## config.mk

```make
export PLATFORM = sky130hd
export DESIGN_NAME = debug_frame_receiver
export DESIGN_NICKNAME = d
export VERILOG_FILES = /design/src/rtl/debug_pkg.sv /design/src/rtl/debug_hold_reg.sv /design/src/rtl/debug_frame_receiver.sv
export SDC_FILE = /design/constraint.sdc
export NUM_CORES = 1
export LEC_CHECK = 0
export ABC_AREA = 1
export BUFFER_PORTS_ARGS = -buffer_cell sky130_fd_sc_hd__clkbuf_2
export CORE_ASPECT_RATIO = 1.2
export CORE_MARGIN = 2
export CORE_UTILIZATION = 35
export DETAILED_ROUTE_END_ITERATION = 8
export PLACE_DENSITY = 0.61
export SKIP_CTS_REPAIR_TIMING = 1
export SYNTH_ARGS = -nofsm -noshare
export SYNTH_HDL_FRONTEND = slang
export SYNTH_SLANG_ARGS = --single-unit
```

## constraint.sdc

```tcl
create_clock -name debug_clk -period 3.8 [get_ports debug_clk]
set_clock_uncertainty 0.05 [all_clocks]
set_input_delay 0.76 -clock debug_clk [delete_from_list [all_inputs] [get_ports debug_clk]]
set_output_delay 0.76 -clock debug_clk [all_outputs]
set_load 0.1 [all_outputs]
```

## src/rtl/debug_pkg.sv

```systemverilog
// Shared definitions for the debug serial blocks: parameter defaults, the
// receiver state encoding and the frame counter width.
package debug_pkg;

  localparam int unsigned DefaultWidth     = 40;
  localparam bit          DefaultLsbFirst  = 1'b0;
  localparam bit          DefaultParityEn  = 1'b0;
  localparam bit          DefaultParityOdd = 1'b0;

  localparam int unsigned FrameCountWidth = 8;

  typedef enum logic [1:0] {
    StIdle,
    StShift,
    StParity,
    StLoad
  } rx_state_e;

endpackage

```

## src/rtl/debug_hold_reg.sv

```systemverilog
// Output holding register with a valid/ready handshake, a sticky overrun flag
// and a wrapping count of accepted frames.
module debug_hold_reg
  import debug_pkg::*;
#(
  parameter int unsigned WIDTH = DefaultWidth
) (
  input  logic                       debug_clk,
  input  logic                       reset_n,
  input  logic                       load,
  input  logic [WIDTH-1:0]           load_data,
  input  logic                       load_perr,
  input  logic                       out_ready,
  input  logic                       status_clr,
  output logic [WIDTH-1:0]           data_out,
  output logic                       out_valid,
  output logic                       parity_err,
  output logic                       overrun,
  output logic [FrameCountWidth-1:0] frame_count
);

  logic [WIDTH-1:0]           data_q, data_d;
  logic                       valid_q, valid_d;
  logic                       perr_q, perr_d;
  logic                       overrun_q, overrun_d;
  logic [FrameCountWidth-1:0] count_q, count_d;
  logic                       accept, drop;

  // A new frame is taken if the slot is empty or being drained on the same edge.
  assign accept = load & (~valid_q | out_ready);
  assign drop   = load & valid_q & ~out_ready;

  always_comb begin
    data_d    = data_q;
    valid_d   = valid_q;
    perr_d    = perr_q;
    overrun_d = overrun_q;
    count_d   = count_q;
    if (accept) begin
      data_d  = load_data;
      valid_d = 1'b1;
      perr_d  = load_perr;
      count_d = count_q + FrameCountWidth'(1);
    end else if (valid_q && out_ready) begin
      valid_d = 1'b0;
    end
    // A drop on the clearing edge must remain visible.
    if (drop) begin
      overrun_d = 1'b1;
    end else if (status_clr) begin
      overrun_d = 1'b0;
    end
  end

  always_ff @(posedge debug_clk or negedge reset_n) begin
    if (!reset_n) begin
      data_q    <= '0;
      valid_q   <= 1'b0;
      perr_q    <= 1'b0;
      overrun_q <= 1'b0;
      count_q   <= '0;
    end else begin
      data_q    <= data_d;
      valid_q   <= valid_d;
      perr_q    <= perr_d;
      overrun_q <= overrun_d;
      count_q   <= count_d;
    end
  end

  assign data_out    = data_q;
  assign out_valid   = valid_q;
  assign parity_err  = perr_q;
  assign overrun     = overrun_q;
  assign frame_count = count_q;

endmodule

```

## src/rtl/debug_frame_receiver.sv

```systemverilog
// Serial debug frame receiver: start strobe, WIDTH data bits, optional parity
// bit, then a single load cycle into the handshaked output holding register.
module debug_frame_receiver
  import debug_pkg::*;
#(
  parameter int unsigned WIDTH      = DefaultWidth,
  parameter bit          LSB_FIRST  = DefaultLsbFirst,
  parameter bit          PARITY_EN  = DefaultParityEn,
  parameter bit          PARITY_ODD = DefaultParityOdd
) (
  input  logic                       debug_clk,
  input  logic                       reset_n,
  input  logic                       data_start,
  input  logic                       sin,
  input  logic                       out_ready,
  input  logic                       status_clr,
  output logic [WIDTH-1:0]           data_out,
  output logic                       out_valid,
  output logic                       parity_err,
  output logic                       overrun,
  output logic [FrameCountWidth-1:0] frame_count,
  output logic                       busy
);

  localparam int unsigned CntWidth = $clog2(WIDTH + 1);

  rx_state_e           state_q, state_d;
  logic [CntWidth-1:0] cnt_q, cnt_d;
  logic [WIDTH-1:0]    shift_q, shift_d;
  logic                par_bit_q, par_bit_d;
  logic                frame_perr;

  always_comb begin
    state_d   = state_q;
    cnt_d     = cnt_q;
    shift_d   = shift_q;
    par_bit_d = par_bit_q;
    unique case (state_q)
      StIdle: begin
        if (data_start) begin
          cnt_d   = '0;
          state_d = StShift;
        end
      end
      StShift: begin
        // The edge after the last sample only advances the FSM.
        if (cnt_q == CntWidth'(WIDTH)) begin
          state_d = PARITY_EN ? StParity : StLoad;
        end else begin
          cnt_d   = cnt_q + CntWidth'(1);
          shift_d = LSB_FIRST ? {sin, shift_q[WIDTH-1:1]} : {shift_q[WIDTH-2:0], sin};
        end
      end
      StParity: begin
        par_bit_d = sin;
        state_d   = StLoad;
      end
      StLoad:  state_d = StIdle;
      default: state_d = StIdle;
    endcase
  end

  always_ff @(posedge debug_clk or negedge reset_n) begin
    if (!reset_n) begin
      state_q   <= StIdle;
      cnt_q     <= '0;
      shift_q   <= '0;
      par_bit_q <= 1'b0;
    end else begin
      state_q   <= state_d;
      cnt_q     <= cnt_d;
      shift_q   <= shift_d;
      par_bit_q <= par_bit_d;
    end
  end

  // Error when data+parity ones count is odd (even mode) or even (odd mode).
  assign frame_perr = PARITY_EN & ((^shift_q) ^ par_bit_q ^ PARITY_ODD);
  assign busy       = (state_q != StIdle);

  debug_hold_reg #(
    .WIDTH(WIDTH)
  ) u_hold (
    .debug_clk  (debug_clk),
    .reset_n    (reset_n),
    .load       (state_q == StLoad),
    .load_data  (shift_q),
    .load_perr  (frame_perr),
    .out_ready  (out_ready),
    .status_clr (status_clr),
    .data_out   (data_out),
    .out_valid  (out_valid),
    .parity_err (parity_err),
    .overrun    (overrun),
    .frame_count(frame_count)
  );

endmodule

```

# Yosys cells after proc, flatten, opt, wreduce, memory -nomap -nowiden
# Cells that the tools add are included.
# word_totals
elab_cells	42
out_inout_bits	52
reg_bits	98
in_bits	6
# op_classes
mux	10
n_addsub	2
n_eq_ne	7
n_reduce_logical	9
n_bitwise	7
# ops
op	count
6-bit two-way mux	2
6-bit one-hot mux with 2 select lines	1
8-bit by 1-bit adder with 8-bit output, second input constant	1
2-bit one-hot mux with 4 select lines	1
2-bit nonzero test	4
6-bit by 1-bit adder with 6-bit output, second input constant	1
6-bit == test, second input constant	1
2-bit != test, second input constant	3
2-bit == test, second input constant	2
1-bit two-way mux	4
2-bit two-way mux	2
2-bit AND reduction	2
1-bit AND	3
1-bit NOT	3
3-bit AND reduction	1
2-bit by 1-bit == test with 1-bit output, second input constant	1
2-bit zero test	1
1-bit logical AND	1
1-bit OR	1

# Depth between registers and ports, before layout
# Gate-level depths: netlist of run 1.
# logic_depth
word_depth	4
mapped_depth	9

# By module
# From an unflattened synthesis of run 1, not the netlist that was laid out.
# unflattened
hier_cells	463
area_unflattened_um2	4191.5
# modules_own_cells
mod	cells_per_inst	area_each_um2	instances	seq_area_each_um2
debug_frame_receiver	239	2138.3	1	1201.2
debug_hold_reg	224	2053.2	1	1276.2

# Worst setup path after synthesis of run 1
# OpenSTA, ideal clock, no wires.
# synth_timing
kind	reg-to-reg
from	register state_q[0]
to	register cnt_q[2]
setup_ns	0.127
synth_period_minus_slack_ns	2.038
arrival_time_ns	1.860
path_slack_ns	1.762
required_ns	3.623
path_stages_with_launch	9
path_cell_list	dfrtp_1 > inv_1 > ha_1 > inv_1 > or2_2 > nand3_1 > buf_4 > nand2_1 > o21ai_0
# synth_via
elab_chain_len	3
elab_cells_between_ends	7
# synth_lines
element	line	source
start, declared	debug_frame_receiver.sv:27	rx_state_e state_q, state_d;
start signal, assigned	debug_frame_receiver.sv:65	state_q <= StIdle;
start signal, assigned	debug_frame_receiver.sv:70	state_q <= state_d;
2-bit by 1-bit == test with 1-bit output or 2-bit zero test (tied branches)	debug_frame_receiver.sv:38	unique case (state_q)
2-bit != test (no source line) or 2-bit nonzero test (tied branches)	n/a	
3-bit AND reduction (no source line)	n/a	
end signal, assigned	debug_frame_receiver.sv:71	cnt_q <= cnt_d;
end, declared	debug_frame_receiver.sv:28	logic [CntWidth-1:0] cnt_q, cnt_d;
# Parallel ways exist; a longest one is shown, timed or not.
# A chain may end at the register's enable or synchronous reset.

# Final worst setup path of run 1
# layout_timing
from	register state_q[0]
to	output port busy
# layout_via
elab_chain_len	1
# layout_lines
element	line	source
2-bit nonzero test	debug_frame_receiver.sv:79	assign busy = (state_q != StIdle);
end, declared	debug_frame_receiver.sv:22	output logic busy
# Every way passes these cells.

==> out/metrics.cfg, run 1 <==
[die]
dieArea_um2 = 12100
io_pins = 58
initial_core_util_pct = 35.79
core_um2 = 10980
die_y_um = 120.1
die_x_um = 100.7
num_rows = 42

[clocking]
cts_tree = built
cts_made_buffers = 9
cts_root_buf = clkbuf_16
clk-insertion-delay-late_ns = 0.34
clock_path_buffers = 2
clock_sinks = 98
clk_pin_slew_ns = 0.07
cts.htree.levels = 3

[synthesis]
ys_seq_area_share_pct = 62.38
syn_nets = 418
synthCells = 405
ys_ff_latch = 98
synth_cell_type_count = 24
synth_area_leaders = dfrtp_1 62%, o21ai_0 11%, nand2_1 9.9%, inv_1 5.2%, ha_1 2.2%
synth_async_sr_flop_share_pct = 100.0
synth.top_cell.area_share_pct = 62.38
synth_area_um2 = 3931
synth.most_common_cell = nand2_1
yosys-top-cells-count = 104 x nand2_1, 98 x dfrtp_1, 87 x o21ai_0, 54 x inv_1, 10 x nand3_1
synth_edf_count = 0
yosys_most_used_dff = dfrtp_1
yosysTopAreaCell = dfrtp_1
avgSynthCellArea_um2 = 9.707
yosysWarnings = 0

[detailed_routing]
postRouteAntennaNets = 0
dr_total_vias = 2708
routedWlPerCell_um = 12.05
drt_iter0_markers = 123
drt_wl_total_mm = 7.148
firstDrtPassIters = 5
avgViaCountPerCell = 4.567
remaining_drc_errors = 0

[timing]
fin_crit_ns = 2.358
worst_pin_slew_ns = 0.6988
setup_viol = 0
rsz0062_at_grt = no
finalMaxSlewViolations = 0
slew_headroom_pct = 53.25
finalHoldViolCount = 0
min_period_over_period_pct = 62.05
final.setup.tns_ns = 0
fmax_mhz = 424.1

[setup_path]
rr_worst_depth = 6
r2r_end = shift_q[6]
crit_type = flop to primary output
cp_num_buf_inv = 3
cp-end-kind = primary output
regToRegStartpoint = cnt_q[0]
r2r_setup_slack_ns = 1.72
path_delay_family = buffers and inverters
slowest_delay_ns = 0.46
critPathArrivalTime_ns = 1.55
crit_path_start_kind = flop
required_ns = 2.99
worstPathCellList = inv_1, ha_1, inv_1, clkbuf_2
critPathSlowestCell = clkbuf_2
cpMostUsedCell = inv_1
crit_fanout = 5

[global_route]
grt_pass1_wl_mm = 11.97
grt_pass1_vias = 2645
grt_max_degree = 71
grt_antenna_before_repair = 0
gr-usage-all-layers_pct = 12.50
met3_usage_pct = 2.796
busiest_layer = met2
use_met2_pct = 20.00
grt_util_met1_pct = 15.91
overflow = 0

[final_layout]
layout-drive-gt1-share_pct = 17.79
nFillCells = 1088
nets = 469
area_growth_pct = 15.95
n_antenna_cell = 0

[job]
drv_cap = 0

[status]
outcome = finished clean

[placement]
gp_congestion = 0.7533
io_buffer_count = 56
hpwl_mm = 4.877

[min_path]
hold_path.class = input port to async pin

sequential cells by signal (all words and copies together), names as in the netlist:
signal              cells
shift_q                40
u_hold.data_out        40
u_hold.frame_count      8
cnt_q                   6
state_q                 2
u_hold.out_valid        1
u_hold.overrun          1
how the worst max path moves through the flow:
stage	from	end	slack (ns)	cells past startpoint
2_1_floorplan	state_q[0]	cnt_q[2]	1.76	8
3_3_place_gp	out_ready	u_hold.data_out[38]	1.50	6
3_5_place_dp	out_ready	u_hold.data_out[19]	1.44	6
4_1_cts	state_q[0]	busy	1.41	4
5_1_grt	state_q[0]	busy	1.34	4
6_report	state_q[0]	busy	1.44	4
logic make-up (layout without fill, tap and decap cells):
| kind of cell | count (synthesis) | after routing | share of synthesized area (%) |
|---|---|---|---|
| AND/OR/NAND/NOR | 122 | 122 | 12.06 |
| flip-flops | 98 | 98 | 62.38 |
| AO/OA/AOI/OAI | 93 | 93 | 12.29 |
| buffers and inverters | 75 | 131 | 8.815 |
| adder cells (fa/ha/maj) | 7 | 7 | 2.228 |
| XOR/XNOR | 7 | 7 | 1.560 |
| multiplexers | 2 | 2 | 0.5728 |
| other | 1 | 1 | 0.09539 |
per-stage QoR:
step	area [um2]	cells	hold slack (ns)	util, %	setup WS (ns)
finish	4558	593	0.3885	41.50	1.442
global placement	4272	577	0.4146	38.89	1.498
CTS	4558	593	0.4143	41.50	1.413
floorplan	3931	405	0.3992	-	1.762
global route	4558	593	0.4406	41.50	1.340
detailed placement	4272	577	0.4218	38.89	1.438
layout by cell type (no fill, tap or decap), drive strengths merged:
master	n
a21oi	2
buf	5
clkbuf	64
clkinv	2
clkinvlp	1
conb	1
dfrtp	98
ha	7
inv	59
mux2	2
nand2	104
nand3	10
nor2	6
nor3	1
o211ai	1
o21ai	88
o21bai	1
o22ai	1
or2	1
xnor2	4
xor2	3
worst reg2reg max path, delay by kind of cell, from the launching register on:
family          cells  cell delay, ns
buf+inv             2            0.65
compound gates      2            0.51
flops               1            0.41
fa+ha+maj           1            0.16
simple gates        1            0.14
layer usage:
metal / up-vias / wire (um)
met5: - / 0
met4: 0 / 117
met3: 11 / 224
met2: 41 / 3428
met1: 1291 / 3377
li1: 1365 / -
layout make-up:
class / instances / area [um2] / area share [%]
sequential: 98 / 2452 / 53.80
clock buffer: 9 / 225.2 / 4.941
multi-input combinational: 232 / 1135 / 24.90
clock inverter: 7 / 61.31 / 1.345
timing repair buffer: 60 / 312.8 / 6.862
inverter: 55 / 206.4 / 4.529
tap: 132 / 165.2 / 3.623
Power of run 1 is left out: the tool's default activity adds up to more than one toggle a clock period on the data nets, which glitch-free logic cannot reach.
==> run 2: changes to the inputs <==
clock period = 2.4 ns   (was 3.8 ns; I/O delays follow)
==> out/metrics.cfg, run 2 (synthesized netlist as in run 1, its figures left out) <==
[global_route]
grt_antenna_before_repair = 0  ; unchanged
grt_pass1_vias = 2664  ; was 2645
grt_max_degree = 52  ; was 71
overflow = 0  ; unchanged
gr-usage-all-layers_pct = 12.76  ; was 12.50%
grt_pass1_wl_mm = 12.25  ; was 11.97 mm

[placement]
gp_congestion = 0.7040  ; was 0.7533
place_inst = 580  ; was 577
hpwl_mm = 4.924  ; was 4.877 mm
dpl-instance-area_um2 = 4307  ; was 4272 um2
io_buffer_count = 56  ; unchanged

[detailed_routing]
routedWlPerCell_um = 11.87  ; was 12.05 um
postRouteAntennaNets = 0  ; unchanged
drt_wl_total_mm = 7.074  ; was 7.148 mm
drt_iter0_markers = 74  ; was 123
dr_total_vias = 2708  ; unchanged
firstDrtPassIters = 4  ; was 5
remaining_drc_errors = 0  ; unchanged
avgViaCountPerCell = 4.544  ; was 4.567

[setup_path]
worstPathCellList = inv_1, ha_1, inv_1, clkbuf_2  ; unchanged
critPathArrivalTime_ns = 1.56  ; was 1.55 ns
crit_type = flop to primary output  ; unchanged
rr_worst_depth = 7  ; was 6
critPathSlowestCell = clkbuf_2  ; unchanged
cp_num_buf_inv = 3  ; unchanged
cp-end-kind = primary output  ; unchanged
required_ns = 1.87  ; was 2.99 ns
crit_fanout = 5  ; unchanged
cpMostUsedCell = inv_1  ; unchanged
slowest_delay_ns = 0.46  ; about the same
crit_path_start_kind = flop  ; unchanged
path_depth = 4  ; unchanged
path_delay_family = buffers and inverters  ; unchanged

[job]
drv_cap = 0  ; unchanged

[clocking]
cts_made_buffers = 9  ; unchanged
clock_path_buffers = 2  ; unchanged
clk-insertion-delay-late_ns = 0.34  ; about the same
cts_root_buf = clkbuf_16  ; unchanged
clk_pin_slew_ns = 0.07  ; about the same
cts_tree = built  ; unchanged
cts.htree.levels = 3  ; unchanged
clock_sinks = 98  ; unchanged

[timing]
rsz0062_at_grt = no  ; unchanged
finalMaxSlewViolations = 0  ; unchanged
finalHoldViolCount = 0  ; unchanged
fmax_mhz = 479.5
setup_viol = 0  ; unchanged
fin_crit_ns = 2.085
slew_headroom_pct = 63.22  ; was 53.25%
min_period_over_period_pct = 86.89
worst_pin_slew_ns = 0.5541  ; was 0.6988 ns
final.setup.tns_ns = 0  ; unchanged

[die]
io_pins = 58  ; unchanged
dieArea_um2 = 12100  ; unchanged
initial_core_util_pct = 35.79  ; unchanged
core_um2 = 10980  ; unchanged
num_rows = 42  ; unchanged
die_x_um = 100.7  ; unchanged
die_y_um = 120.1  ; unchanged

[final_layout]
final_cell_mix = 103 x nand2_1, 98 x dfrtp_1, 87 x o21ai_0  ; unchanged
multi_input_area_um2 = 1135  ; unchanged
layout_commonest_cell = nand2_1  ; unchanged
n_antenna_cell = 0  ; unchanged
final_area_um2 = 4609  ; was 4558 um2
nets = 472  ; was 469
nFillCells = 1065  ; was 1088
layout-drive-gt1-share_pct = 18.10  ; was 17.79%
final_cells = 596  ; was 593
area_growth_pct = 17.25  ; was 15.95%
final-seq-area_um2 = 2452  ; unchanged
finalCoreUtilization_pct = 41.97  ; was 41.50%

[status]
outcome = finished clean  ; unchanged

[min_path]
hold_path.class = input port to async pin  ; unchanged

[run 2: cell count changes in the layout (fill, tap and decap cells not counted), sizes merged]
cell and change:
buf +3, bufinv +1, clkbuf +2, clkinv -1, inv -2
[run 2: layout make-up]
type	count	area share [%]
well taps	132	3.583
clock inverters	5	1.303
clock buffers	11	5.266
repair buffers	63	7.546
flip-flops and latches	98	53.20
inverters	55	4.479
multi-input cells	232	24.62
[run 2: final timing paths]
path                              from                   to  slack (ns)
max                         state_q[0]                 busy        0.31
min                            reset_n  u_hold.data_out[12]        0.02
max reg2reg                 state_q[1]             cnt_q[5]        0.66
min reg2reg                shift_q[39]          shift_q[39]        0.43
max in group asynchronous      reset_n          shift_q[39]        1.66
min in group debug_clk      status_clr       u_hold.overrun        0.30
[run 2: stage by stage]
stage / hold slack, ns / setup slack, ns
2_1_floorplan: 0.1344 / 0.3622
3_3_place_gp: 0.3998 / 0.6930
3_5_place_dp: 0.3991 / 0.6488
4_1_cts: 0.03051 / 0.2949
5_1_grt: 0.04396 / 0.2236
6_report: 0.02145 / 0.3147
[run 2: layer usage]
layer / track usage [%] / wire, um
met1: 16.07 / 3250
met2: 20.63 / 3458
met3: 3.669 / 272
met4: 4.966 / 92
met5: 0 / 0
Power of run 2 is left out for the same reason.
